$ cat src/rtl/lynx_keyboard.sv
// PS/2 set-2 keystroke to Lynx 48K keyboard-matrix converter.
// Holds a 10x8 key-state matrix and returns the active-low column byte for the selected row.
module lynx_keyboard #(
    parameter int unsigned ROWS = 10
) (
    input  logic       clock,
    input  logic       reset,
    input  logic       keyStrb,
    input  logic       keyPrss,
    input  logic [7:0] keyCode,
    input  logic [3:0] row,
    output logic [7:0] col,
    output logic       anyKey
);

    localparam int unsigned NROW  = 10;
    localparam int unsigned COL_W = 8;
    localparam int unsigned ROW_W = 4;
    localparam int unsigned BIT_W = 3;

    logic [COL_W-1:0] mtx_q [NROW];
    logic [COL_W-1:0] mtx_d [NROW];
    logic             lsh_q, lsh_d;
    logic             rsh_q, rsh_d;
    logic             ext_q, ext_d;
    logic [COL_W-1:0] col_q, col_d;
    logic             any_q, any_d;

    logic [7:0]       map_c;
    logic             hit_c;
    logic [ROW_W-1:0] hit_row_c;
    logic [BIT_W-1:0] hit_bit_c;

    // Keymap lookup: {ext, code} -> {hit, row, bit}
    function automatic logic [7:0] key_map(input logic ext, input logic [7:0] code);
        logic [7:0] m;
        m = 8'h00;
        case ({ext, code})
            9'h076: m = {1'b1, 4'd0, 3'd1};
            9'h172: m = {1'b1, 4'd0, 3'd2};
            9'h175: m = {1'b1, 4'd0, 3'd3};
            9'h058: m = {1'b1, 4'd0, 3'd4};
            9'h016: m = {1'b1, 4'd0, 3'd7};
            9'h026: m = {1'b1, 4'd1, 3'd0};
            9'h025: m = {1'b1, 4'd1, 3'd1};
            9'h024: m = {1'b1, 4'd1, 3'd2};
            9'h022: m = {1'b1, 4'd1, 3'd3};
            9'h023: m = {1'b1, 4'd1, 3'd4};
            9'h021: m = {1'b1, 4'd1, 3'd5};
            9'h01E: m = {1'b1, 4'd2, 3'd0};
            9'h015: m = {1'b1, 4'd2, 3'd1};
            9'h01C: m = {1'b1, 4'd2, 3'd2};
            9'h01A: m = {1'b1, 4'd2, 3'd3};
            9'h01D: m = {1'b1, 4'd2, 3'd4};
            9'h01B: m = {1'b1, 4'd2, 3'd5};
            9'h02E: m = {1'b1, 4'd3, 3'd0};
            9'h02D: m = {1'b1, 4'd3, 3'd1};
            9'h02B: m = {1'b1, 4'd3, 3'd2};
            9'h02A: m = {1'b1, 4'd3, 3'd3};
            9'h02C: m = {1'b1, 4'd3, 3'd4};
            9'h034: m = {1'b1, 4'd3, 3'd5};
            9'h036: m = {1'b1, 4'd4, 3'd0};
            9'h035: m = {1'b1, 4'd4, 3'd1};
            9'h033: m = {1'b1, 4'd4, 3'd2};
            9'h032: m = {1'b1, 4'd4, 3'd3};
            9'h031: m = {1'b1, 4'd4, 3'd5};
            9'h03D: m = {1'b1, 4'd5, 3'd0};
            9'h03E: m = {1'b1, 4'd5, 3'd1};
            9'h03C: m = {1'b1, 4'd5, 3'd2};
            9'h03A: m = {1'b1, 4'd5, 3'd3};
            9'h03B: m = {1'b1, 4'd5, 3'd4};
            9'h046: m = {1'b1, 4'd6, 3'd0};
            9'h043: m = {1'b1, 4'd6, 3'd1};
            9'h042: m = {1'b1, 4'd6, 3'd2};
            9'h041: m = {1'b1, 4'd6, 3'd3};
            9'h044: m = {1'b1, 4'd6, 3'd4};
            9'h045: m = {1'b1, 4'd7, 3'd0};
            9'h04D: m = {1'b1, 4'd7, 3'd1};
            9'h04B: m = {1'b1, 4'd7, 3'd2};
            9'h049: m = {1'b1, 4'd7, 3'd3};
            9'h04C: m = {1'b1, 4'd7, 3'd4};
            9'h029: m = {1'b1, 4'd8, 3'd0};
            9'h04E: m = {1'b1, 4'd8, 3'd1};
            9'h054: m = {1'b1, 4'd8, 3'd2};
            9'h04A: m = {1'b1, 4'd8, 3'd3};
            9'h052: m = {1'b1, 4'd8, 3'd4};
            9'h055: m = {1'b1, 4'd9, 3'd0};
            9'h05B: m = {1'b1, 4'd9, 3'd1};
            9'h066: m = {1'b1, 4'd9, 3'd2};
            9'h05A: m = {1'b1, 4'd9, 3'd3};
            9'h15A: m = {1'b1, 4'd9, 3'd3};
            9'h05D: m = {1'b1, 4'd9, 3'd4};
            9'h16B: m = {1'b1, 4'd9, 3'd5};
            9'h174: m = {1'b1, 4'd9, 3'd6};
            default: m = 8'h00;
        endcase
        return m;
    endfunction

    assign map_c     = key_map(ext_q, keyCode);
    assign hit_c     = map_c[7];
    assign hit_row_c = map_c[6:3];
    assign hit_bit_c = map_c[2:0];

    // Event decode and readout next-state
    always_comb begin
        mtx_d = mtx_q;
        lsh_d = lsh_q;
        rsh_d = rsh_q;
        ext_d = ext_q;
        col_d = 8'hFF;
        any_d = 1'b0;

        if (keyStrb) begin
            if (keyCode == 8'hE0) begin
                ext_d = 1'b1;
            end else begin
                ext_d = 1'b0;
                if (keyCode != 8'hF0 && keyCode != 8'hAA) begin
                    if (!ext_q && keyCode == 8'h12) begin
                        lsh_d = keyPrss;
                    end else if (!ext_q && keyCode == 8'h59) begin
                        rsh_d = keyPrss;
                    end else if (hit_c) begin
                        mtx_d[hit_row_c][hit_bit_c] = keyPrss;
                    end
                end
            end
        end
        // Shift bit is derived so one shift released while the other is held stays down
        mtx_d[0][0] = lsh_d | rsh_d;

        if (32'(row) < ROWS && 32'(row) < NROW) begin
            col_d = ~mtx_q[row];
        end
        for (int unsigned i = 0; i < NROW; i++) begin
            if (i < ROWS) begin
                any_d = any_d | (|mtx_q[i]);
            end
        end
    end

    always_ff @(posedge clock or posedge reset) begin
        if (reset) begin
            for (int unsigned i = 0; i < NROW; i++) begin
                mtx_q[i] <= '0;
            end
            lsh_q <= 1'b0;
            rsh_q <= 1'b0;
            ext_q <= 1'b0;
            col_q <= 8'hFF;
            any_q <= 1'b0;
        end else begin
            mtx_q <= mtx_d;
            lsh_q <= lsh_d;
            rsh_q <= rsh_d;
            ext_q <= ext_d;
            col_q <= col_d;
            any_q <= any_d;
        end
    end

    assign col    = col_q;
    assign anyKey = any_q;

endmodule

$ cat config.mk
export PLATFORM = sky130hd
export DESIGN_NAME = lynx_keyboard
export DESIGN_NICKNAME = d
export VERILOG_FILES = /design/src/rtl/lynx_keyboard.sv
export SDC_FILE = /design/constraint.sdc
export NUM_CORES = 1
export LEC_CHECK = 0
export ABC_CLOCK_PERIOD_IN_PS = 3400
export BUFFER_PORTS_ARGS = -buffer_cell sky130_fd_sc_hd__clkbuf_2
export CORE_UTILIZATION = 59
export DETAILED_ROUTE_END_ITERATION = 16
export PLACE_DENSITY = 0.78
export SYNTH_ARGS = -nofsm -noshare
export SYNTH_HDL_FRONTEND = slang
export SYNTH_SLANG_ARGS = --single-unit
$ cat constraint.sdc
create_clock -name clock -period 3.4 [get_ports clock]
set_input_delay 0.17 -clock clock [delete_from_list [all_inputs] [get_ports clock]]
set_output_delay 0.17 -clock clock [all_outputs]
set_load 0.1 [all_outputs]
### Word-level counts from Yosys, hierarchy flattened

Cells that the tools add are included.

* bitwise logic cells: 16
* reduce and logical (&&, ||, !) cells: 18
* eq/ne operators: 61
* magnitude comparators: 6
* mux-type cells: 20

Operators by type and width (count)
* case mux 8 bit (55 select lines): 1
* == test 9 x 6 -> 1 bit (second input constant): 23
* == test 9 x 7 -> 1 bit (second input constant): 21
* bitwise mux 80 bit: 1
* OR reduction 8 bit: 10
* == test 9 x 5 -> 1 bit (second input constant): 7
* == test 9 bit (second input constant): 5
* binary-select mux 8 bit (select 4 bit): 1
* demux 8 bit (select 4 bit): 1
* two-way mux 8 bit: 4
* != test 8 bit (second input constant): 2
* two-way mux 1 bit: 11
* >= comparator 5 bit (second input constant): 2
* NOT 4 -> 5 bit: 2
* OR 1 bit: 10
* == test 8 x 5 -> 1 bit (second input constant): 1
* == test 8 x 7 -> 1 bit (second input constant): 1
* == test 8 bit (second input constant): 1
* NOT 8 bit: 1
* AND reduction 6 bit: 1
* logical AND 1 bit: 5
* less-than comparator 5 x 1 -> 1 bit (second input constant): 1
* less-than comparator 3 x 4 -> 1 bit (second input constant): 1
* less-than comparator 4 bit (second input constant): 1
* other kinds (5): 7

* flip-flop bits (word level): 92

### Logic depth before layout (Yosys ltp)

Gate-level depths: netlist of run 1.

* depth after elaboration: 10
* mapped depth: 11

### Least setup slack after synthesis of run 1

Ideal clock, no wire load.

* path type: flip-flop to flip-flop
* from: register ext_q
* to: register mtx_q[76] in the netlist's numbering
* buffers on the path: 1
* arrival time: 2567 ps
* cell stages (with the launch flop): 9
* setup slack: 706 ps
* data required time: 3272 ps
* path through: dfrtp_1 > buf_2 > or4b_4 > nor2_2 > o21ai_1 > o311a_1 > nor4_2 > nor3b_2 > mux2_1

* longest elaborated chain between the ends: 10

Ends and longest elaborated chain
* start: declaration: RTL line 25 `logic ext_q, ext_d;`
* start signal: assignment: RTL line 157 `ext_q <= ext_d;`
* == test 9 bit or == test 9 x 7 -> 1 bit (tied branches): RTL line 38 `case ({ext, code})`
* OR reduction 2 bit (no source line)
* case mux 8 bit (55 select lines): RTL line 38
* less-than comparator 3 x 4 -> 1 bit (not written as such) or >= comparator 3 x 1 -> 1 bit (tied branches): RTL line 125 `mtx_d[hit_row_c][hit_bit_c] = keyPrss;`
* logical AND 1 bit (not written as such): RTL line 125
* two-way mux 1 bit (not written as such): RTL line 125
* demux 1 bit (select 3 bit): RTL line 125
* two-way mux 8 bit (not written as such): RTL line 125
* demux 8 bit (select 4 bit): RTL line 125
* bitwise mux 80 bit: RTL line 125
* end signal: assignment: RTL line 154 `mtx_q <= mtx_d;`
* end: declaration: RTL line 21 `logic [COL_W-1:0] mtx_q [NROW];`

Parallel ways exist; a longest one is shown, timed or not.
A chain may end at the register's enable or synchronous reset.

### Worst setup path in the final report of run 1

* from: register ext_q
* to: register mtx_q[43] in the netlist's numbering

The elaborated chain is that of the path after synthesis.

==> impl_metrics.tcl, run 1 <==
set metrics [dict create \
    async_reset_ff_share_pct 100 \
    period_needed_ns 3.15 \
    grt.total_usage_pct 31.2 \
    clkSinkCount 92 \
    ys_ff_latch 92 \
    gp_congestion 1.04 \
    synth_area_leaders "dfrtp_1, mux4_2, mux2_1" \
    synth-seq-area-share_pct 39.9 \
    drv_slew 0 \
    synth-edff-count 0 \
    insertion_delay_ns 0.36 \
    grt_first_pass_wirelength_mm 24.1 \
    core-area_um2 9370 \
    drtIter0Drc 490 \
    r2r-start "ext_q" \
    cts_tree "done" \
    ir_drop_mv 0.215 \
    grt_pass1_vias 4315 \
    nets 541 \
    cap_violations 0 \
    cp_cell_sequence "buf_4, nor2_1, o2111ai_1, nand4_1, or4b_1, a211oi_4, nand3_1, mux2_1" \
    cp-startpoint "ext_q" \
    hold_start "keyStrb" \
    clock.fmax_mhz 317 \
    root_buffer "clkbuf_8" \
    rr_endpoint "mtx_q[43]" \
    synth_nets 550 \
    synth_top_area_cell "dfrtp_1" \
    avgSynthCellArea_um2 10.9 \
    power_switching_uw 704 \
    path_clk_slew_ns 0.09 \
    slowest_delay_ns 0.73 \
    final_util_pct 65.0 \
    startpoint_type "flop" \
    worstPathArrival_ns 3.40 \
    tightest_slew_ns 0.930 \
    die_x_um 101 \
    worst_clock_skew_ns 0.00668 \
    setup-tns-final_ns 0 \
    p_sw_share_pct 31.5 \
    worstHoldPathCells 3 \
    wl_per_cell_um 22.4 \
    area_growth_pct 5.09 \
    synthDistinctLibCells 73 \
    p_leak_nw 2.65 \
    status "finished, final reports clean" \
    fp.dieH_um 101 \
    dp.cells 642 \
    num_antenna_cells 0 \
    grt-ovfl-total 0 \
    slew_headroom_pct 38.0 \
    cp_num_buf_inv 1 \
    p_clk_share_pct 30.6 \
    first_pass_iters 5 \
    dieArea_um2 10200 \
    setup_viol 0 \
    p_int_mw 1.53 \
    synth_most_common_cell "dfrtp_1" \
    cp_max_fo 17 \
    dp_hpwl_mm 10.7 \
    cp_top_family "simple AND/OR/NAND/NOR gates" \
    antenna_found_initial 0 \
    initial_utilization_pct 61.9 \
    hold_viol 0 \
    r2r_slack_ns 0.25 \
    h-tree-depth 3 \
    reg2regPathDepth 8 \
    finalCritPeriodShare_pct 92.7 \
    syn_inst 534 \
    powerDensity_nw_per_um2 368 \
    synth_ff_type "dfrtp_1" \
    netlist_top_cells_count "dfrtp_1, clkbuf_1, nor4_1" \
    synth_warnings 0 \
    final_cell_count_no_fill 659 \
    seqPwrFrac_pct 51.8 \
    wl_mm 14.8 \
    hp-class "in2reg" \
    crit_required_ns 3.65 \
    rows 35 \
    drive_gt1_share_pct 27.9 \
    slowest_stage "or4b_1" \
    clk_path_buf_depth 2 \
    critPathCaptureType "flop" \
    ant_nets 0 \
    synth_top_area_share_pct 36.3 \
    vias 4519 \
    rsz0062_at_grt "false" \
    drcViolationCount 0 \
    cts_buffers 9 \
    io_pins 25 \
    vias_per_cell 6.86 \
    grt_start_max_net_pins 58 \
    io_buffer_count 24 \
    hold_end "ext_q" \
    comb_power_share_pct 17.6 \
    path_class "reg2reg" \
    netlist_area_um2 5800 \
]
per-stage QoR:
stage	setup slack [ns]	power, mW	area (um2)	hold WS (ns)
3_5_place_dp	0.329	1.57	5900	0.268
4_1_cts	0.322	2.24	6090	0.156
6_report	0.248	2.24	6090	0.160
5_1_grt	0.159	2.32	6090	0.173
3_3_place_gp	0.269	1.56	5900	0.259
2_1_floorplan	0.706	1.47	5800	0.364
layout by cell type, fill, tap and decap left out, types with 11 or more instances in the layout:
cell and n:
nor3b_1 12, nand3_1 26, mux2_1 26, mux2i_1 17
mux2_2 26, buf_4 24, clkbuf_2 24, nor2_1 17
nand4_1 21, dfrtp_1 84, nand2_1 19, nand2b_1 11
nor3_2 12, mux4_2 16, nor4_1 32
repair_timing:
item / 4_1_cts / 5_1_grt
endpoints found under the hold margin: 36 / 0
gates resized for setup: 0 / 0
setup buffers: 0 / 0
hold buffers: 1 / 0
kinds of logic (layout without fill, tap and decap cells):
| kind of cell | Yosys count | after routing | synth area share [%] |
|---|---|---|---|
| XOR/XNOR | 1 | 1 | 0.151 |
| buffers and inverters | 75 | 71 | 6.78 |
| multiplexers | 85 | 85 | 19.3 |
| AO/OA/AOI/OAI | 62 | 62 | 8.31 |
| flip-flops | 92 | 92 | 39.9 |
| AND/OR/NAND/NOR | 219 | 219 | 25.6 |
power by group through the flow:
| stage | registers (mW) | logic (mW) | clock network [mW] |
|---|---|---|---|
| 6_report | 1.16 | 0.395 | 0.684 |
| 5_1_grt | 1.17 | 0.421 | 0.734 |
| 4_1_cts | 1.16 | 0.389 | 0.691 |
| 3_5_place_dp | 1.18 | 0.387 | 0 |
| 3_3_place_gp | 1.18 | 0.382 | 0 |
| 2_1_floorplan | 1.22 | 0.250 | 0 |
worst max path at each step:
stage	slack, ns	endpoint	cells past startpoint
floorplan	0.71	mtx_q[76]	8
global placement	0.27	mtx_q[2]	8
detailed placement	0.33	mtx_q[76]	8
CTS	0.32	mtx_q[76]	8
global route	0.16	mtx_q[76]	8
finish	0.25	mtx_q[43]	8
registers in the layout, indices dropped and copies added, names as in the netlist:
name,count
lsh_q,1
col,8
mtx_q,80
ext_q,1
rsh_q,1
anyKey,1
tightest hold or removal path: stages:
cell and delay, ns:
clkbuf_2 0.11, inv_1 0.10, o21ai_0 0.10
cell type report:
type                            instances  area (um2)
Clock buffer                            9         124
Tap cell                              129         161
Multi-Input combinational cell        367        3100
Inverter                                6        23.8
Clock inverter                          7        60.1
Sequential cell                        92        2310
Fill cell                             765        3280
Timing Repair Buffer                   49         310
per-layer routing:
layer	wire (um)	up-vias	global-route usage (%)
li1	-	2015	-
met5	0	-	0
met4	310	0	8.81
met1	6410	2217	45.8
met2	6530	253	44.7
met3	1530	34	9.43
(Power assumes the default switching activity.)
==> run 2, diff against run 1 <==
--- a/config.mk
+++ b/config.mk
@@ -10,6 +10,7 @@
 export CORE_UTILIZATION = 59
 export DETAILED_ROUTE_END_ITERATION = 16
 export PLACE_DENSITY = 0.78
+export RECOVER_POWER = 25
 export SYNTH_ARGS = -nofsm -noshare
 export SYNTH_HDL_FRONTEND = slang
 export SYNTH_SLANG_ARGS = --single-unit
==> run 2 against run 1 <==
  * Critical endpoint unchanged
  * Critical path type unchanged
  * Combinational power barely moved
  * Cell area did not move
  * Sequential power barely moved
  * Largest cell class unchanged
  * Clock skew barely moved
  * The run now ends with capacitance limit, slew limit left
  * Clock-buffer cell count did not move
  * Global-route usage did not move
  * Worst hold slack barely moved
==> impl_metrics.tcl, run 2 (synthesized netlist as in run 1, its figures left out) <==
set metrics [dict create \
    status "finished, violations left" \
    failed_checks "capacitance limit, slew limit" \
    grt_first_pass_wirelength_mm 24.1 \
    num_antenna_cells 0 \
    post-cts-setup-buffers 0 \
    setup-tns-final_ns 0 \
    slowest_stage "or4b_1" \
    startpoint_type "flop" \
    powerDensity_nw_per_um2 368 \
    drtIter0Drc 490 \
    postLayoutCellArea_um2 6090 \
    io_pins 25 \
    slowest_delay_ns 0.73 \
    comb_power_share_pct 17.6 \
    root_buffer "clkbuf_8" \
    cp_max_fo 17 \
    fp.dieH_um 101 \
    hold_viol 0 \
    final_cell_mix "dfrtp_1, nor4_1, nand3_1, mux2_1, mux2_2" \
    multi_input_area_um2 3100 \
    gp_congestion 1.04 \
    final_util_pct 65.0 \
    clk_path_buf_depth 2 \
    nets 541 \
    final_common_cell "dfrtp_1" \
    worstPathArrival_ns 3.40 \
    path_class "reg2reg" \
    hp-class "in2reg" \
    drive_gt1_share_pct 27.9 \
    p_sw_share_pct 31.5 \
    drcViolationCount 0 \
    period_needed_ns 3.16 \
    cts_buffers 9 \
    grt_start_max_net_pins 58 \
    io_buffer_count 24 \
    fillers 765 \
    area_growth_pct 5.09 \
    grt.total_usage_pct 31.2 \
    finalCritPeriodShare_pct 92.8 \
    rsz0062_at_grt "false" \
    initial_utilization_pct 61.9 \
    p_int_mw 1.53 \
    wl_mm 14.8 \
    vias 4521 \
    setup_viol 0 \
    largest_reg_flops 80 \
    dieArea_um2 10200 \
    cap_violations 1 \
    cts_tree "done" \
    insertion_delay_ns 0.36 \
    grt_pass1_vias 4315 \
    rows 35 \
    h-tree-depth 3 \
    cts_resized 0 \
    first_pass_iters 5 \
    clock.fmax_mhz 317 \
    p_clk_share_pct 30.6 \
    seqPwrFrac_pct 51.8 \
    top_register "mtx_q" \
    placed_area_um2 5900 \
    grt-ovfl-total 0 \
    vias_per_cell 6.86 \
    core-area_um2 9370 \
    drv_slew 41 \
    cts.hold.buffers_added 1 \
    ant_nets 0 \
    dp_hpwl_mm 10.7 \
    cp_cell_sequence "buf_4, nor2_1, o2111ai_1, nand4_1, or4b_1, a211oi_4, nand3_1, mux2_1" \
    ir_drop_mv 0.215 \
    antenna_found_initial 0 \
    p_leak_nw 2.65 \
    regArea_um2 2310 \
    wl_per_cell_um 22.4 \
    hold_slack_ns 0.160 \
    die_x_um 101 \
    crit_required_ns 3.65 \
    worst_clock_skew_ns 0.00668 \
    power_switching_uw 704 \
    slew_headroom_pct -15.2 \
    clkSinkCount 92 \
    critPathCaptureType "flop" \
    path_clk_slew_ns 0.09 \
    tightest_slew_ns 1.72 \
]
[run 2: cell count changes in the layout (fill, tap and decap cells not counted), sizes merged]
cell / change
clkinvlp: +1
clkinv: -1
[run 2: metal layers]
layer  global-route usage (%)  share of wire [%]  wire [um]
met5                        0                  0          0
met4                     8.81                2.2        331
met3                     9.43                 10       1550
met2                     44.7                 44       6500
met1                     45.8                 43       6410
[run 2: path summary, 6_finish.rpt]
kind,to,slack (ns),startpoint,cells past startpoint
setup / recovery,mtx_q[43],0.24,ext_q,8
hold / removal,ext_q,0.16,keyStrb,3
setup reg to reg,mtx_q[43],0.24,ext_q,8
hold reg to reg,mtx_q[31],0.40,mtx_q[31],0
max in group asynchronous,col[1],1.57,reset,4
min in group asynchronous,mtx_q[55],0.75,reset,3
[run 2: area by class of cell]
class,count,share of cell area [%]
Clock buffer,9,2.03
Sequential cell,92,38.0
Tap cell,129,2.65
Inverter,6,0.390
Multi-Input combinational cell,367,50.9
Timing Repair Buffer,49,5.09
Clock inverter,7,0.986
[run 2: per-stage QoR]
stage	cells	setup slack [ns]	total power [mW]
2_1_floorplan	534	0.706	1.47
3_3_place_gp	642	0.269	1.56
3_5_place_dp	642	0.329	1.57
4_1_cts	659	0.322	2.24
5_1_grt	659	0.159	2.32
6_report	659	0.244	2.24
[run 2: worst max-delay path: cells and delay by family, from the launching register on]
family	cells	cell delay (ns)
simple gates	4	1.29
compound gates	2	0.59
flops	1	0.51
mux	1	0.36
buf+inv	1	0.29
[run 2: power by group through the flow]
stage | Sequential [mW] | Combinational, mW | Clock, mW
after detailed placement | 1.18 | 0.387 | 0
after global routing | 1.17 | 0.421 | 0.734
final | 1.16 | 0.395 | 0.684
after CTS | 1.16 | 0.389 | 0.691
after floorplan | 1.22 | 0.250 | 0
after global placement | 1.18 | 0.382 | 0
